### src/rtl/wave_seq_ctrl.sv
// wave_seq_ctrl: table-driven phase-increment sequencer feeding wave_gen_CORDIC i_phi.
// Optional macro WSEQ_SETTLE_EN inserts a SETTLE_CYC blanking state after every phase hop.
module wave_seq_ctrl #(
  parameter int DEPTH = 8,
  parameter int ADDR_W = 3,
  parameter int PHI_W = 16,
  parameter int DWELL_W = 24
`ifdef WSEQ_SETTLE_EN
  , parameter int SETTLE_CYC = 20
`endif
) (
  input  logic               clk,
  input  logic               rst_n,
  input  logic               i_wr_en,
  input  logic [ADDR_W-1:0]  i_wr_addr,
  input  logic [PHI_W-1:0]   i_wr_phi,
  input  logic [DWELL_W-1:0] i_wr_dwell,
  input  logic [ADDR_W:0]    i_len,
  input  logic               i_start,
  input  logic               i_stop,
  input  logic               i_loop,
  output logic [PHI_W-1:0]   o_phi,
  output logic               o_valid,
  output logic               o_step,
  output logic [ADDR_W-1:0]  o_idx,
  output logic               o_busy,
  output logic               o_done
);
`ifdef WSEQ_SETTLE_EN
  typedef enum logic [1:0] {IDLE, SETTLE, DWELL} state_t;
`else
  typedef enum logic [1:0] {IDLE, DWELL} state_t;
`endif
  localparam logic [ADDR_W:0] LEN_MAX = DEPTH[ADDR_W:0];
  state_t state, nxt;
  logic [PHI_W-1:0]   phi_tab [DEPTH];
  logic [DWELL_W-1:0] dw_tab [DEPTH];
  logic [DWELL_W-1:0] cnt, n_cnt, dw;
  logic [ADDR_W:0]    len, n_len;
  logic [PHI_W-1:0]   n_phi;
  logic [ADDR_W-1:0]  n_idx, eidx;
  logic               n_valid, n_step, n_busy, n_done, enter;
  always_comb begin
    nxt = state;
    n_cnt = cnt;
    n_len = len;
    n_phi = o_phi;
    n_idx = o_idx;
    n_valid = o_valid;
    n_step = 1'b0;
    n_busy = o_busy;
    n_done = 1'b0;
    enter = 1'b0;
    eidx = '0;
    if (state == IDLE) begin
      if (i_start && i_len != '0) begin
        n_len = (i_len > LEN_MAX) ? LEN_MAX : i_len;
        enter = 1'b1;
      end
    end else if (i_stop) begin
      nxt = IDLE;
      n_valid = 1'b0;
      n_busy = 1'b0;
    end else if (cnt != DWELL_W'(1)) begin
      n_cnt = cnt - 1'b1;
`ifdef WSEQ_SETTLE_EN
    end else if (state == SETTLE) begin
      nxt = DWELL;
      n_valid = 1'b1;
      n_cnt = (dw_tab[o_idx] == '0) ? DWELL_W'(1) : dw_tab[o_idx];
`endif
    end else if (({1'b0, o_idx} + 1'b1) < len) begin
      enter = 1'b1;
      eidx = o_idx + 1'b1;
    end else if (i_loop) begin
      enter = 1'b1;
    end else begin
      nxt = IDLE;
      n_valid = 1'b0;
      n_busy = 1'b0;
      n_done = 1'b1;
    end
    dw = (dw_tab[eidx] == '0) ? DWELL_W'(1) : dw_tab[eidx];
    if (enter) begin
      n_phi = phi_tab[eidx];
      n_idx = eidx;
      n_step = 1'b1;
      n_busy = 1'b1;
`ifdef WSEQ_SETTLE_EN
      nxt = SETTLE;
      n_valid = 1'b0;
      n_cnt = DWELL_W'(SETTLE_CYC);
`else
      nxt = DWELL;
      n_valid = 1'b1;
      n_cnt = dw;
`endif
    end
  end
  always_ff @(posedge clk or negedge rst_n) begin
    if (!rst_n) begin
      state <= IDLE;
      cnt <= '0;
      len <= '0;
      o_phi <= '0;
      o_idx <= '0;
      o_valid <= 1'b0;
      o_step <= 1'b0;
      o_busy <= 1'b0;
      o_done <= 1'b0;
      for (int i = 0; i < DEPTH; i++) begin
        phi_tab[i] <= '0;
        dw_tab[i] <= '0;
      end
    end else begin
      state <= nxt;
      cnt <= n_cnt;
      len <= n_len;
      o_phi <= n_phi;
      o_idx <= n_idx;
      o_valid <= n_valid;
      o_step <= n_step;
      o_busy <= n_busy;
      o_done <= n_done;
      if (i_wr_en && state == IDLE) begin
        phi_tab[i_wr_addr] <= i_wr_phi;
        dw_tab[i_wr_addr] <= i_wr_dwell;
      end
    end
  end
endmodule

### config.mk
export PLATFORM = sky130hd
export DESIGN_NAME = wave_seq_ctrl
export DESIGN_NICKNAME = d
export VERILOG_FILES = /design/src/rtl/wave_seq_ctrl.sv
export SDC_FILE = /design/constraint.sdc
export NUM_CORES = 1
export LEC_CHECK = 0
export CORE_MARGIN = 1
export CORE_UTILIZATION = 60
export DETAILED_ROUTE_END_ITERATION = 7
export GPL_TIMING_DRIVEN = 0
export PLACE_DENSITY = 0.79
export SLEW_MARGIN = 20
export SYNTH_ARGS = -nofsm -noshare
export SYNTH_HDL_FRONTEND = slang
export SYNTH_SLANG_ARGS = --single-unit
### constraint.sdc
create_clock -name clk -period 10.8 [get_ports clk]
set_input_delay 2.16 -clock clk [delete_from_list [all_inputs] [get_ports clk]]
set_output_delay 2.16 -clock clk [all_outputs]
set_load 0.1 [all_outputs]
== Word-level counts from Yosys, hierarchy flattened ==
Cells that the tools add are included.

* Bits in registers: 372
* Output and inout port bits: 23

* $add $sub $neg: 3
* Magnitude comparators: 5
* Eq/ne operators: 6
* Muxes and demuxes: 46
* Bitwise logic cells: 2
* Reductions and logical operators: 10

{| class="wikitable"
|+ Operators with widths
! kind !! number
|-
| bitwise mux 192 bit || 1
|-
| 2-to-1 mux 24 bit || 8
|-
| bitwise mux 128 bit || 1
|-
| binary-select mux 24 bit (select 3 bit) || 1
|-
| demux 24 bit (select 3 bit) || 1
|-
| binary-select mux 16 bit (select 3 bit) || 1
|-
| demux 16 bit (select 3 bit) || 1
|-
| 2-to-1 mux 16 bit || 3
|-
| logical NOT 24 bit || 1
|-
| != test 24 x 1 -> 1 bit, second input constant || 1
|-
| subtractor 24 x 1 -> 24 bit, second input constant || 1
|-
| 2-to-1 mux 1 bit || 18
|-
| 2-to-1 mux 2 bit || 6
|-
| 2-to-1 mux 3 bit || 4
|-
| >= comparator 4 bit, second input constant || 2
|-
| inverter 3 -> 4 bit || 2
|-
| != test 3 bit, second input constant || 2
|-
| adder 3 x 1 -> 4 bit, second input constant || 1
|-
| greater-than comparator 4 bit, second input constant || 1
|-
| less-than comparator 4 x 1 -> 1 bit, second input constant || 1
|-
| less-than comparator 4 bit || 1
|-
| 2-to-1 mux 4 bit || 1
|-
| AND reduction 4 bit || 1
|-
| nonzero test 4 bit || 1
|-
| 9 further kinds || 11
|}

== Logic depth before layout (Yosys ltp) ==
* Depth in word-level cells: 13
* Mapped depth: 17
* Gate-level depth less buffers: 14

== Worst setup path after synthesis ==
No wires, ideal clock.

* Kind: reg2reg
* From: register o_idx[0]
* To: register cnt[0]
* Arrival: 4.439 ns
* Slack: 6.279 ns
* Stages on the path, launching flop included: 16
* Buffers on the path: 4
* Period minus slack after synthesis: 4.521 ns
* Cells stage by stage: dfrtp_1 > clkbuf_1 > clkbuf_1 > buf_1 > and3_1 > ha_1 > o21a_1 > o31a_1 > nor4_1 > clkbuf_1 > nand2_1 > a2111oi_2 > nand4_1 > nor4_1 > nand4_1 > a31oi_1

* Longest elaborated chain between the ends: 13
* Elaborated cells between the ends (all ways): 22
* Classes of those cells: add/sub (2); order compare (1); eq/ne (2); mux (13); bitwise (1); reduce/logical (3)

{| class="wikitable"
|+ RTL lines
! element !! line !! source
|-
| from (decl) || 25 || <nowiki>output logic [ADDR_W-1:0] o_idx,</nowiki>
|-
| from (signal assigned) || 120 || <nowiki>o_idx <= n_idx;</nowiki>
|-
| adder 3 x 1 -> 4 bit || 72 || <nowiki>end else if (({1'b0, o_idx} + 1'b1) < len) begin</nowiki>
|-
| less-than comparator 4 bit || 72 ||
|-
| 2-to-1 mux 3 bit || 72 ||
|-
| 2-to-1 mux 3 bit || 64 || <nowiki>end else if (cnt != DWELL_W'(1)) begin</nowiki>
|-
| 2-to-1 mux 3 bit || 60 || <nowiki>end else if (i_stop) begin</nowiki>
|-
| 2-to-1 mux 3 bit || 55 || <nowiki>if (state == IDLE) begin</nowiki>
|-
| inverter 3 -> 4 bit (not written as such) || 83 || <nowiki>dw = (dw_tab[eidx] == '0) ? DWELL_W'(1) : dw_tab[eidx];</nowiki>
|-
| binary-select mux 24 bit (select 3 bit) || 83 ||
|-
| 2-to-1 mux 24 bit (not written as such) (2 in series) || 83 ||
|-
| logical NOT 24 bit || 83 ||
|-
| 2-to-1 mux 24 bit || 83 ||
|-
| 2-to-1 mux 24 bit || 84 || <nowiki>if (enter) begin</nowiki>
|-
| to (signal assigned) || 117 || <nowiki>cnt <= n_cnt;</nowiki>
|-
| to (decl) || 38 || <nowiki>logic [DWELL_W-1:0] cnt, n_cnt, dw;</nowiki>
|}

Several ways; a longest one is shown, not always the timed one. The select of a mux whose other input is x is not followed.
A chain may end at the register's enable or synchronous reset.

== Worst setup path in the final report ==
Ends and elaborated chain as after synthesis.

==> results.yml <==
sta:
  maxSlewHeadroom_pct: 26.9
  tightest_slew_ns: 1.09
  period_minus_slack_ns: 6.54
  fmax_mhz: 153
  setup_viol: 0
  fin_skew_ns: 0.0158
  rsz0062_at_grt: "false"
  hold_viol: 0
  fin_crit_sh_pct: 60.6
  maxSlewViolCount: 0
worst_setup_path:
  path_cells: "clkbuf_1 -> clkbuf_1 -> buf_1 -> and3_1 -> ha_1 -> o21a_1 -> o31a_1 -> nor4_1 -> clkbuf_1 -> nand2_1 -> and3_1 -> a211oi_1 -> nor4_1 -> nand4_1 -> a31oi_1"
  timing.critical_path.from: "o_idx[0]$_DFFE_PN0P_"
  crit_required_ns: 11.17
  cp_top_family: "buffers and inverters"
  max_stage_delay_ns: 0.72
  critPathMaxFanout: 10
  cp-end-kind: "register"
  cp-start-kind: "register"
  crit_type: "register to register"
  cp_num_buf_inv: 4
  worstPathArrival_ns: 6.92
  cp_common_cell: "clkbuf_1"
  worst_path_max_delay_cell: "buf_1"
  timing.rr.start: "o_idx[0]$_DFFE_PN0P_"
clocking:
  hold_buffers: 0
  clk_pin_slew_ns: 0.06
  cts_root_buf: "clkbuf_16"
  clock_path_buffers: 3
  htreeDepth: 2
  cts_tree: "yes"
  postCtsSetupBuffers: 0
  cts_num_sinks: 370
  insertion_delay_ns: 0.53
  cts-buffers-inserted: 39
  post_cts_resized: 0
pwr:
  p_comb_share_pct: 24.6
  seqPwrFrac_pct: 46.0
  swShare_pct: 31.4
  switching_power_mw: 1.42
  cellPowerDensity_nw_per_um2: 227
  p_clk_share_pct: 29.4
  internal_power_mw: 3.10
  finalPower_mw: 4.52
  p_leak_nw: 8.65
  vdd_ir_drop_max_mv: 0.174
floorplan:
  ios: 76
  rows: 61
  initial_core_util_pct: 61.6
  dieHeight_um: 172
  core_area_um2: 28000
  die_w_um: 172
  die_area_um2: 29500
hold_path:
  holdCritPathClass: "register to register"
  hp-start: "o_phi[1]$_DFFE_PN0P_"
outcome:
  status: "finished clean"
global_route:
  antenna_found_initial: 1
  grt_pass1_wl_mm: 76.4
  grt-ovfl-total: 0
  grt_max_degree: 105
  track_usage_pct: 35.2
  grt_pass1_vias: 13100
synthesis:
  yosysTopAreaCell: "dfrtp_1"
  yosysWarnings: 0
  syn_inst: 1496
  synth_edf_count: 0
  synth_flop_cell: "dfrtp_1"
  ys_top_cells_by_area: "dfrtp_1, mux2_2, nand2_1, nand3_1, mux2i_1"
  yosysSeqAreaShare_pct: 53.6
  postSynth.asyncResetShare_pct: 100
  synth_fp_nets: 1555
  synthTopCellsByCount: "dfrtp_1, mux2_2, nand2_1"
  synth_top_area_share_pct: 53.6
  syn_avg_cell_area_um2: 11.5
  syn_area_um2: 17300
  synth_seq_cells: 370
  ys_types: 63
  synth.most_common_cell: "dfrtp_1"
placed_design:
  gp_congestion: 0.990
  dp_cells: 1954
  place_hpwl_mm: 33.3
  portBuffers: 75
  placed_area_um2: 18600
finish:
  drive_gt1_share_pct: 25.3
  syn_to_final_growth_pct: 15.2
  filler_cell_count: 1984
  final_cell_area_um2: 19900
  fin_cells: 2025
  layout.nets: 1676
flow_run:
  cap_violations: 0
route:
  wl_mm: 49.6
  via_per_inst: 6.41
  vias: 13000
  ant_nets: 0
  route.detailed.drc: 0
  wl_per_cell_um: 24.5
  drt-initial-drc-count: 1397
  drtPass1Iterations: 6
==> worst paths after layout <==
kind                                           end  slack, ns  cells after the start
setup / recovery                cnt[0]$_DFFE_PN0P_       4.26                     15
hold / removal                o_phi[1]$_DFFE_PN0P_       0.49                      2
setup reg to reg                cnt[0]$_DFFE_PN0P_       4.26                     15
hold reg to reg               o_phi[1]$_DFFE_PN0P_       0.49                      2
max in group asynchronous  phi_tab[86]$_DFFE_PN0P_       7.77                      4
min in group asynchronous       cnt[2]$_DFFE_PN0P_       1.51                      1
==> power groups by stage <==
stage | sequential (mW) | clock [mW] | combinational, mW
after floorplan | 2.18 | 0 | 0.677
after global placement | 2.07 | 0 | 1.06
after detailed placement | 2.09 | 0 | 1.10
after CTS | 2.07 | 1.33 | 1.11
after global routing | 2.12 | 1.39 | 1.20
final | 2.08 | 1.33 | 1.11
==> metrics by stage <==
stage	util [%]	hold WS [ns]	TNS (ns)	worst slack [ns]
after CTS	71.0	0.495	0	4.56
after global routing	71.0	0.507	0	4.18
final	71.0	0.494	0	4.26
after floorplan	-	0.464	0	6.28
after global placement	66.0	0.481	-2998.79	-8.15
after detailed placement	66.5	0.480	0	4.60
==> routing by layer <==
metal  up-vias  global-route usage [%]  wire, µm
met1      6531                    45.2     19100
met4         2                    20.0      2900
met3       176                    6.74      4390
li1       5608                       -         -
met2       660                    56.1     23200
met5         -                       0        16
==> cell usage in the layout (no fill, tap or decap), types with 4 or more instances in the layout <==
cell	count
o21ai_0	48
clkinv_2	10
nor2b_1	9
o22ai_1	4
nor3b_1	4
clkbuf_16	39
o211ai_1	9
dfrtp_1	370
buf_16	4
nor3_1	16
ha_1	6
a22oi_1	8
mux2_2	326
nor2_1	37
buf_2	6
a21oi_1	33
xnor2_1	15
nand3b_1	4
a32oi_1	4
buf_1	21
nand3_1	127
clkbuf_8	8
nand2_1	217
a31oi_1	7
nand4_1	13
a311oi_1	6
xor2_1	7
clkbuf_1	67
and3_1	13
inv_1	11
or3_1	6
clkdlybuf4s50_1	74
nor4_1	14
mux2i_1	33
a211oi_1	12
==> state kept, by name, summed over array words and instances, names as in the netlist <==
| signal | cells |
|---|---|
| dw_tab | 192 |
| phi_tab | 128 |
| cnt | 24 |
| o_phi | 16 |
| len | 4 |
| o_idx | 3 |
| o_done | 1 |
| o_step | 1 |
| state | 1 |
==> final cells by class <==
| cell class | instances | area [µm²] | share of cell area [%] |
|---|---|---|---|
| clock inverters | 16 | 144 | 0.724 |
| inverters | 12 | 45.0 | 0.227 |
| flip-flops and latches | 370 | 9260 | 46.6 |
| repair buffers | 80 | 871 | 4.38 |
| diodes | 1 | 2.50 | 0.0126 |
| plain buffers | 88 | 348 | 1.75 |
| well taps | 378 | 473 | 2.38 |
| multi-input cells | 1026 | 7630 | 38.4 |
| clock buffers | 54 | 1110 | 5.59 |
==> worst register-to-register path: cells and delay by family (launching register included) <==
family                     cells  cell delay, ns
buffers and inverters          4            2.44
and+or+nand+nor                6            2.04
AOI/OAI and AO/OA              4            1.07
DFF                            1            0.62
adders and majority gates      1            0.23
==> logic make-up (layout without fill, tap and decap cells) <==
group,count (synthesis),count (layout),synth area share [%]
AO/OA/AOI/OAI,159,159,6.11
XOR/XNOR,22,22,1.12
adder cells (fa/ha/maj),6,6,0.435
buffers and inverters,100,250,2.28
flip-flops,370,370,53.6
multiplexers,362,362,23.6
other,0,1,0
AND/OR/NAND/NOR,477,477,12.9
No activity file was read; power rests on OpenSTA's default activity.
==> RTL edit, RTL diff (same flow settings) <==
The parameter `PHI_W` goes from 16 to 20.
--- a/src/rtl/wave_seq_ctrl.sv
+++ b/src/rtl/wave_seq_ctrl.sv
@@ -3,7 +3,7 @@
 module wave_seq_ctrl #(
   parameter int DEPTH = 8,
   parameter int ADDR_W = 3,
-  parameter int PHI_W = 16,
+  parameter int PHI_W = 20,
   parameter int DWELL_W = 24
 `ifdef WSEQ_SETTLE_EN
   , parameter int SETTLE_CYC = 20
Interface: changed (resized i_wr_phi and o_phi); port bits go from 76 to 84. The function was not compared with the original's and may differ.
==> RTL edit against the original RTL <==
The flow now finishes with violations (design-rule violations). Cell area rose by 9.2%. Critical endpoint is now o_phi[4]. Total power up 9.1%. Worst setup slack lost 520 ps. Clock skew is essentially flat. Maximum frequency shrank 7.4%. Synthesized area grew 9.5%. Worst hold slack worse by 16 ps. Die area increased by 9.4%. Synthesized cell count is 0.47% higher. Wire length grew 5.5%. Sequential cell count is 36 higher. Via count up 4.0%.
==> RTL edit: results (changes against the original RTL) <==
qor: status.run_status finished, violations left
qor: status.violated_checks design-rule violations
qor: routing.wl_per_cell 25.4 um [+3.8%]
qor: pwr.worst_ir_drop_vdd 122 uV [-30%]
qor: final_layout.seq_cells 406 [+9.7%]
qor: routing.wl_met1 22000 um [+15%]
qor: final_layout.comb.multi_input.count 983 [-4.2%]
qor: placed_design.postPlaceCellArea 20400 um2 [+9.3%]
qor: routing.wl_met3 4600 um [+4.9%]
qor: routing.met2RoutedLength 23900 um [+3.1%]
qor: grt.number_of_global_route_vias_before_repair 14100 [+7.9%]
qor: grt.fraction_of_met1_tracks_used_by_global_routing 47.0% [+1.9 points]
qor: grt.wire_length_of_the_first_global_routing_pass 82200 um [+7.5%]
qor: critical_path.worst-path-max-fanout 11 [+1]
qor: timing.fin_skew 15.6 ps [-0.257 ps]
qor: timing.timing.max_slew.rel_slack 25.9% [-0.97 points]
qor: routing.drtIter0Drc 1499 [+7.3%]
qor: final_layout.insertedDiodeCount 3 [+2]
qor: pwr.sequentialPowerShare 45.6% [-0.4 points]
qor: critical_path.crit_end o_phi[4]
qor: synth.share_of_synthesized_area_spent_on_multiplexers 26.7% [+3.1 points]
qor: routing.top_layer_used met4
qor: final_layout.multi_input_area 8330 um2 [+9.2%]
qor: final_layout.final_layout_size_suffix_gt1_share 28.6% [+3.3 points]
qor: routing.detail_route.first_pass.iterations 8 [+2]
qor: grt.grt_antenna_before_repair 2 [+1]
qor: final_layout.fin_nets 1696 [+1.2%]
qor: critical_path.max_stage_delay 790 ps [+70 ps]
qor: final_layout.layout.non_clock_buffers 184 [+9.5%]
qor: routing.remaining_drc_errors 12 [+12]
qor: grt.groute.layer.met3.usage 6.40% [-0.34 points]
qor: grt.track_usage 33.2% [-1.9 points]
qor: placed_design.dp_worst_setup_slack 3970 ps [-635 ps]
qor: final_layout.fillCellCount 2120 [+6.9%]
qor: synth.synth-adder-area-share 0.397% [-0.038 points]
## RTL edit: cell types whose count changed after synthesis, moves of 15 or more
cell	delta
a211oi_1	+50
dfrtp_1	+36
nand3_1	-113
mux2_2	+55
nand2_1	-150
nor2_1	+25
a21boi_0	+15
mux2i_1	+31
a21oi_1	+32
and2_1	+19
clkbuf_1	+22
## RTL edit: worst max-delay path, delay by kind of cell (launching register included)
kind / cells / cell delay [ps]
adder cells (fa/ha/maj): 1 / 280
flip-flops: 1 / 490
AO/OA/AOI/OAI: 4 / 1030
buffers and inverters: 7 / 4460
AND/OR/NAND/NOR: 3 / 500
multiplexers: 1 / 190
## RTL edit: stage by stage
stage	TNS (ps)	hold slack, ps	utilization, %	total power, mW	instances
3_3_place_gp	-3907740	466	65.6	3.42	1980
3_5_place_dp	0	470	66.0	3.49	1985
5_1_grt	0	501	70.4	5.15	2057
6_report	0	479	70.4	4.93	2059
4_1_cts	0	483	70.3	4.92	2056
2_1_floorplan	0	470	-	3.12	1503
